### src/rtl/decode_stage.sv
// decode_stage: registered RISC-V decode stage with valid/ready handshake, immediate generation and illegal-instruction counter
module decode_stage #(
  parameter int XLEN = 32,
  parameter int CNT_W = 8
) (
  input  logic             clk,
  input  logic             rst,
  input  logic             flush,
  input  logic             in_valid,
  output logic             in_ready,
  input  logic [31:0]      in_instr,
  input  logic [XLEN-1:0]  in_pc,
  output logic             out_valid,
  input  logic             out_ready,
  output logic [XLEN-1:0]  out_pc,
  output logic [4:0]       rs1,
  output logic [4:0]       rs2,
  output logic [4:0]       rd,
  output logic [4:0]       opcode,
  output logic [2:0]       funct3,
  output logic [6:0]       funct7,
  output logic [XLEN-1:0]  imm,
  output logic [2:0]       imm_type,
  output logic             rd_we,
  output logic             rs1_used,
  output logic             rs2_used,
  output logic             illegal,
  output logic [CNT_W-1:0] illegal_cnt
);
  logic [4:0] op;
  logic [2:0] f3, ty;
  logic we, u1, u2, known, ill;
  logic [31:0] i32;
  logic [XLEN-1:0] imm_d;
  assign op = in_instr[6:2];
  assign f3 = in_instr[14:12];
  assign in_ready = !out_valid || out_ready;
  always_comb begin
    ty = 3'd0;
    we = 1'b0;
    u1 = 1'b0;
    u2 = 1'b0;
    known = 1'b1;
    case (op)
      5'b01101, 5'b00101:          begin ty = 3'd4; we = 1'b1; end
      5'b11011:                    begin ty = 3'd5; we = 1'b1; end
      5'b11001, 5'b00000, 5'b00100: begin ty = 3'd1; we = 1'b1; u1 = 1'b1; end
      5'b11000:                    begin ty = 3'd3; u1 = 1'b1; u2 = 1'b1; end
      5'b01000:                    begin ty = 3'd2; u1 = 1'b1; u2 = 1'b1; end
      5'b01100:                    begin we = 1'b1; u1 = 1'b1; u2 = 1'b1; end
      5'b00011:                    known = 1'b1;
      5'b11100:                    ty = 3'd1;
      default:                     known = 1'b0;
    endcase
  end
  assign ill = in_instr[1:0] != 2'b11 || !known
    || (op == 5'b11001 && f3 != 3'd0)
    || (op == 5'b11000 && f3[2:1] == 2'b01)
    || (op == 5'b00000 && (f3 == 3'd7 || (XLEN == 32 && (f3 == 3'd3 || f3 == 3'd6))))
    || (op == 5'b01000 && f3 > (XLEN == 32 ? 3'd2 : 3'd3));
  // every format is built as a signed 32-bit value, then widened with its sign
  assign i32 = ty == 3'd1 ? {{20{in_instr[31]}}, in_instr[31:20]}
             : ty == 3'd2 ? {{20{in_instr[31]}}, in_instr[31:25], in_instr[11:7]}
             : ty == 3'd3 ? {{19{in_instr[31]}}, in_instr[31], in_instr[7], in_instr[30:25], in_instr[11:8], 1'b0}
             : ty == 3'd4 ? {in_instr[31:12], 12'b0}
             : ty == 3'd5 ? {{11{in_instr[31]}}, in_instr[31], in_instr[19:12], in_instr[20], in_instr[30:21], 1'b0}
             : 32'd0;
  assign imm_d = ill ? '0 : XLEN'($signed(i32));
  always_ff @(posedge clk) begin
    if (rst) begin
      out_valid <= 1'b0;
      out_pc <= '0;
      rs1 <= '0;
      rs2 <= '0;
      rd <= '0;
      opcode <= '0;
      funct3 <= '0;
      funct7 <= '0;
      imm <= '0;
      imm_type <= '0;
      rd_we <= 1'b0;
      rs1_used <= 1'b0;
      rs2_used <= 1'b0;
      illegal <= 1'b0;
      illegal_cnt <= '0;
    end else if (flush) begin
      out_valid <= 1'b0;
    end else if (in_valid && in_ready) begin
      out_valid <= 1'b1;
      out_pc <= in_pc;
      rs1 <= in_instr[19:15];
      rs2 <= in_instr[24:20];
      rd <= in_instr[11:7];
      opcode <= op;
      funct3 <= f3;
      funct7 <= in_instr[31:25];
      imm <= imm_d;
      imm_type <= ill ? 3'd0 : ty;
      rd_we <= !ill && we && in_instr[11:7] != 5'd0;
      rs1_used <= !ill && u1;
      rs2_used <= !ill && u2;
      illegal <= ill;
      if (ill && illegal_cnt != '1) illegal_cnt <= illegal_cnt + 1'b1;
    end else if (out_ready) begin
      out_valid <= 1'b0;
    end
  end
endmodule

### config.mk
export PLATFORM = sky130hd
export DESIGN_NAME = decode_stage
export DESIGN_NICKNAME = d
export VERILOG_FILES = /design/src/rtl/decode_stage.sv
export SDC_FILE = /design/constraint.sdc
export NUM_CORES = 1
export LEC_CHECK = 0
export CAP_MARGIN = 30
export CORE_MARGIN = 1
export CORE_UTILIZATION = 44
export DETAILED_ROUTE_END_ITERATION = 16
export PLACE_DENSITY = 0.81
export SLEW_MARGIN = 25
export SYNTH_ARGS = -nofsm -noshare
export SYNTH_HDL_FRONTEND = slang
export SYNTH_SLANG_ARGS = --single-unit
export TNS_END_PERCENT = 1
### constraint.sdc
create_clock -name clk -period 2.5 [get_ports clk]
set_clock_uncertainty 0.1 [all_clocks]
set_input_delay 0.25 -clock clk [delete_from_list [all_inputs] [get_ports clk]]
set_output_delay 0.25 -clock clk [all_outputs]
set_load 0.01 [all_outputs]
== After elaboration in Yosys (flattened, before gate mapping) ==
Index checks and enable logic that the tools add are counted.
W data, S select, Z words.
Storage, ports and cells
  register bits after elaboration: 110
  output and inout bits: 111
  bits in latches: 0
  bits in writable memories: 0
  word-level logic and storage cells: 87
  memories: 0
  bits of input ports: 69
  memory bits (read-only): 0
Cells by class
  $mul: 0
  order comparisons: 1
  shifts and indexed selects: 0
  muxes and demuxes: 14
  add/subtract/negate cells: 1
  divide/modulo/power cells: 0
  eq/ne operators: 21
  bitwise operators: 1
  reductions and logical operators: 34
Operator list (number)
  $mux W32: 6
  $eq A5 B5 Y1 const B: 4
  $eq A5 B4 Y1 const B: 3
  $pmux W3 S5: 1
  $eq A3 B3 Y1 const B: 4
  $reduce_or A11 Y1: 1
  $eq A5 B3 Y1 const B: 2
  $logic_and A1 B1 Y1: 10
  $eq A3 B2 Y1 const B: 3
  $add A8 B1 Y8 const B: 1
  $logic_or A1 B1 Y1: 8
  $ne A8 B8 Y1 const B: 1
  $reduce_or A7 Y1: 1
  $mux W1: 6
  $reduce_or A6 Y1: 1
  $eq A5 B2 Y1 const B: 1
  $logic_not A5 Y1: 1
  $reduce_bool A5 Y1: 1
  $reduce_or A2 Y1: 2
  $reduce_or A4 Y1: 1
  $eq A3 B1 Y1 const B: 1
  $gt A3 B2 Y1 const B: 1
  $logic_not A1 Y1: 3
  $mux W3: 1
  8 further kinds: 8

== Logic depth before layout (Yosys ltp) ==
  depth after elaboration: 12
  mapped depth: 9
  gate-level depth less buffers: 6

== Worst setup path after synthesis ==
No wires, ideal clock.
  path kind: input-to-reg
  start point: input port in_instr[2]
  end point: register illegal_cnt[6]
  cell stages on the path: 5
  path buffers: 1
  path slack: 0.379 ns
  data arrival time: 1.898 ns
  path through: buf_2 > or4_4 > o32a_4 > a2111oi_2 > mux2_1
On the way
  longest elaborated chain between the ends: 11
  elaborated cells between the ends (all ways): 25
  classes of those cells: eq/ne: 10; mux: 1; reduce/logical: 14
Ends and longest elaborated chain
  start, declared: line 11  | input logic [31:0] in_instr,
  $eq A5 B5 Y1, or another cell as far along: line 44, 57
  $reduce_or A11 Y1 (no line)
  $mux W1: line 44  | case (op)
  $logic_not A1 Y1: line 56  | assign ill = in_instr[1:0] != 2'b11 || !known
  $logic_or A1 B1 Y1: line 56
  $logic_or A1 B1 Y1: line 57  | || (op == 5'b11001 && f3 != 3'd0)
  $logic_or A1 B1 Y1: line 58  | || (op == 5'b11000 && f3[2:1] == 2'b01)
  $logic_or A1 B1 Y1: line 59  | || (op == 5'b00000 && (f3 == 3'd7 || (XLEN == 32 && (f3 == 3'd3 || f3 == 3'd6))))
  $logic_or A1 B1 Y1 *: line 60  | || (op == 5'b01000 && f3 > (XLEN == 32 ? 3'd2 : 3'd3));
  $logic_and A1 B1 Y1 *: line 103  | if (ill && illegal_cnt != '1) illegal_cnt <= illegal_cnt + 1'b1;
  $reduce_and A3 Y1 (no line) *
  end signal, assigned: line 103
  end, declared: line 28  | output logic [CNT_W-1:0] illegal_cnt
Every way passes the cells marked *; elsewhere a longest branch is shown, timed or not.
A chain may end at the register's enable or synchronous reset.

== Worst setup path in the final report ==
  start point: input port in_instr[6]
  end point: register illegal_cnt[7]
The elaborated chain is that of the path after synthesis.

==> results by group <==
Critical path
  • Worst R2R End: illegal_cnt[7]
  • CP startpoint kind: primary input
  • CP Class: primary input to flop
  • Critical Path AT: 2310 ps
  • Critical Path Start: in_instr[6]
  • Worst R2R Path Depth: 6
  • CP endpoint kind: flop
  • Worst Path Max Fanout: 17
  • R2R Setup Slk: 440 ps
  • Launching point of the worst reg2reg path: illegal_cnt[0]
  • Data required, critical path: 2660 ps

Detailed routing
  • Number of vias per cell: 5.43
  • TritonRoute pass-1 iters: 6
  • Antenna-violating nets left: 0
  • Via Count: 4743
  • Drt drc: 0
  • Routed len/inst: 15.7 µm
  • Drt total wl: 13700 µm
  • Drt initial violations: 219

Hold path
  • Hold Crit Endpoint: imm[3]
  • Min-Delay Path Class: primary input to flop
  • Hold Path Stages: 4
  • Min-delay src: rst

Synthesis
  • EDFF count, synth: 0
  • Synth Area in XOR/XNOR: 0.191%
  • Multiplexer share of the synthesized area: 2.19%
  • Synth warn: 0
  • Avg Inst Size Synth: 8.13 µm²
  • Yosys top cell by area: dfxtp_1
  • Syn Nets: 633
  • Post-synthesis sequential area ratio: 48.1%
  • Post-Syn Area: 4580 µm²
  • Synth Area in Compound Gates: 21.6%
  • Yosys cell types: 50
  • Top FF cell, synth: dfxtp_1
  • Top post-synthesis cells by count: 151 x nand2_1, 110 x dfxtp_1, 80 x a21oi_1, 31 x nor2_1, 28 x clkbuf_1
  • Adder-Cell Fraction of Synth Area: 0.273%
  • #FFs+latches synth: 110
  • Yosys top cell area share: 48.1%
  • Fraction of registers with async set or reset after synthesis: 0%
  • Most numerous cell in the Yosys netlist: nand2_1
  • Ranking of synthesized cells by area: dfxtp_1 48%, nand2_1 12%, a21oi_1 8.7%
  • Synth Instances: 563
  • Largest family of logic cells by synthesized area: simple AND/OR/NAND/NOR gates
  • Simple-gate share of the synthesized area: 22.7%

Cells and area
  • Post-route design area: 6800 µm²
  • Area occupied by multi-input gates: 2160 µm²
  • Non-Filler Instances: 873
  • Fin nets: 805
  • N_diodes: 0
  • Area growth, synth to finish: 48.5%
  • Fin util: 68.6%
  • Share of cells above drive strength 1: 8.11%
  • Filler instances: 825
  • Reg area: 2200 µm²

Timing
  • Hold Slack: 288 ps
  • Crit path time final: 2150 ps
  • Worst rel slew slack: 52.5%
  • Pins Over Slew Limit: 0
  • F_max: 466 MHz
  • Period utilisation layout: 85.9%
  • Worst Max-Slew Pin Slew: 710 ps
  • RSZ-0062 raised after global routing: false
  • Setup TNS: 0 ps
  • Final setup viols: 0
  • Setup WS post-layout: 352 ps
  • Final hold vios: 0

Power and ir drop
  • Power density cells: 517 nW/µm²
  • Power, Total: 3.52 mW
  • Worst VDD drop: 0.348 mV
  • P_leak: 2.47 nW

Clocking
  • CTS Buf Count: 9
  • Maximum clock insertion buffer count: 2
  • Clk root buf: clkbuf_8
  • H-tree depth: 3
  • Post-CTS setup buffer count: 0
  • CTS sink cnt: 110
  • # hold bufs at CTS: 0
  • Clock transition at path regs: 110 ps
  • CTS tree: done
  • Clock Latency Late Sink: 360 ps
  • CTS resizes: 0

Placement
  • DP Area: 6590 µm²
  • Gpl congestion: 0.865
  • Dpl ws: -21.3 ps
  • Port Buf Inserts: 179
  • Dpl hpwl: 10000 µm
  • Post-Place Cells: 857

Floorplan
  • Core area: 9910 µm²
  • Die area: 10800 µm²
  • Die height: 104 µm
  • Rows: 36
  • Die Wd: 104 µm
  • Initial core utilization: 46.2%
  • IO Count: 180

Global route
  • Vias in the first global route: 4529
  • First-pass GRT wire length: 22300 µm
  • Largest net degree at the start of global routing: 62
  • Grt total ovfl: 0
  • Initial antenna violation count: 0
  • GR Util All Layers: 25.3%

Job
  • Max-Cap Viols: 0

Status
  • Status: complete, no violations
## area by class of cell
| type | instances | area share (%) |
|---|---|---|
| multi-input cells | 402 | 31.8 |
| flip-flops and latches | 110 | 32.4 |
| repair buffers | 208 | 30.0 |
| well taps | 133 | 2.45 |
| inverters | 4 | 0.221 |
| clock inverters | 6 | 1.01 |
| clock buffers | 10 | 2.03 |
## state kept, by name, summed over array words and instances (netlist names), 5 cells and up
| name | cells |
|---|---|
| imm | 32 |
| out_pc | 32 |
| illegal_cnt | 8 |
| funct7 | 7 |
| opcode | 5 |
| rd | 5 |
| rs1 | 5 |
| rs2 | 5 |
## critical path: stages
cell and delay (ps):
clkdlybuf4s50_1 490, buf_4 210, nand3b_1 170, o211a_1 260
o32a_4 230, a2111oi_2 350, mux2_1 350
## cells in the final DEF (no fill, tap or decap), types with 2 or more instances in the layout
| cell type | count |
|---|---|
| nand3_1 | 7 |
| nand4_1 | 5 |
| inv_1 | 4 |
| and3_1 | 9 |
| nor2b_1 | 7 |
| a211oi_1 | 2 |
| a311oi_1 | 2 |
| nand3b_1 | 6 |
| mux2_1 | 2 |
| clkdlybuf4s50_1 | 178 |
| nor3_1 | 3 |
| clkbuf_8 | 10 |
| a21oi_1 | 80 |
| nand2b_1 | 8 |
| a21boi_0 | 6 |
| buf_12 | 3 |
| buf_4 | 26 |
| nor2_1 | 30 |
| o31ai_1 | 2 |
| dfxtp_1 | 110 |
| a32o_1 | 17 |
| o21ai_0 | 27 |
| nand2_1 | 151 |
| o21a_1 | 2 |
| mux2_2 | 6 |
| a22o_1 | 2 |
| a2111oi_2 | 2 |
| or4_1 | 3 |
| clkinv_4 | 2 |
## cell families (layout without fill, tap and decap cells)
| family | Yosys count | count (layout) |
|---|---|---|
| mux | 9 | 9 |
| fa+ha+maj | 1 | 1 |
| flops | 110 | 110 |
| buf+inv | 51 | 228 |
| compound gates | 155 | 155 |
| simple gates | 236 | 236 |
| xor+xnor | 1 | 1 |
## power by group
group / switching (mW) / total, mW / internal (mW)
registers: 0.0282 / 1.83 / 1.80
clock network: 0.612 / 1.11 / 0.497
logic: 0.283 / 0.576 / 0.293
total: 0.923 / 3.52 / 2.59
## per-layer routing
| layer | vias to the layer above | part of all wire (%) | wire [µm] | global-route usage [%] |
|---|---|---|---|---|
| met3 | 21 | 7.1 | 976 | 5.45 |
| li1 | 2285 | - | - | - |
| met2 | 206 | 48 | 6630 | 44.2 |
| met1 | 2231 | 43 | 5940 | 31.3 |
| met5 | - | 0 | 0 | 0 |
| met4 | 0 | 1.3 | 182 | 6.63 |
## how the worst max path moves through the flow
stage | slack, ps | cells past startpoint | end
final | 350 | 7 | illegal_cnt[7]
after global routing | 200 | 8 | imm[14]
after CTS | 370 | 5 | illegal_cnt[7]
after detailed placement | -20 | 5 | illegal_cnt[7]
after global placement | -10 | 5 | illegal_cnt[7]
after floorplan | 380 | 5 | illegal_cnt[6]
Note: power is estimated with default switching activity, not from simulation.
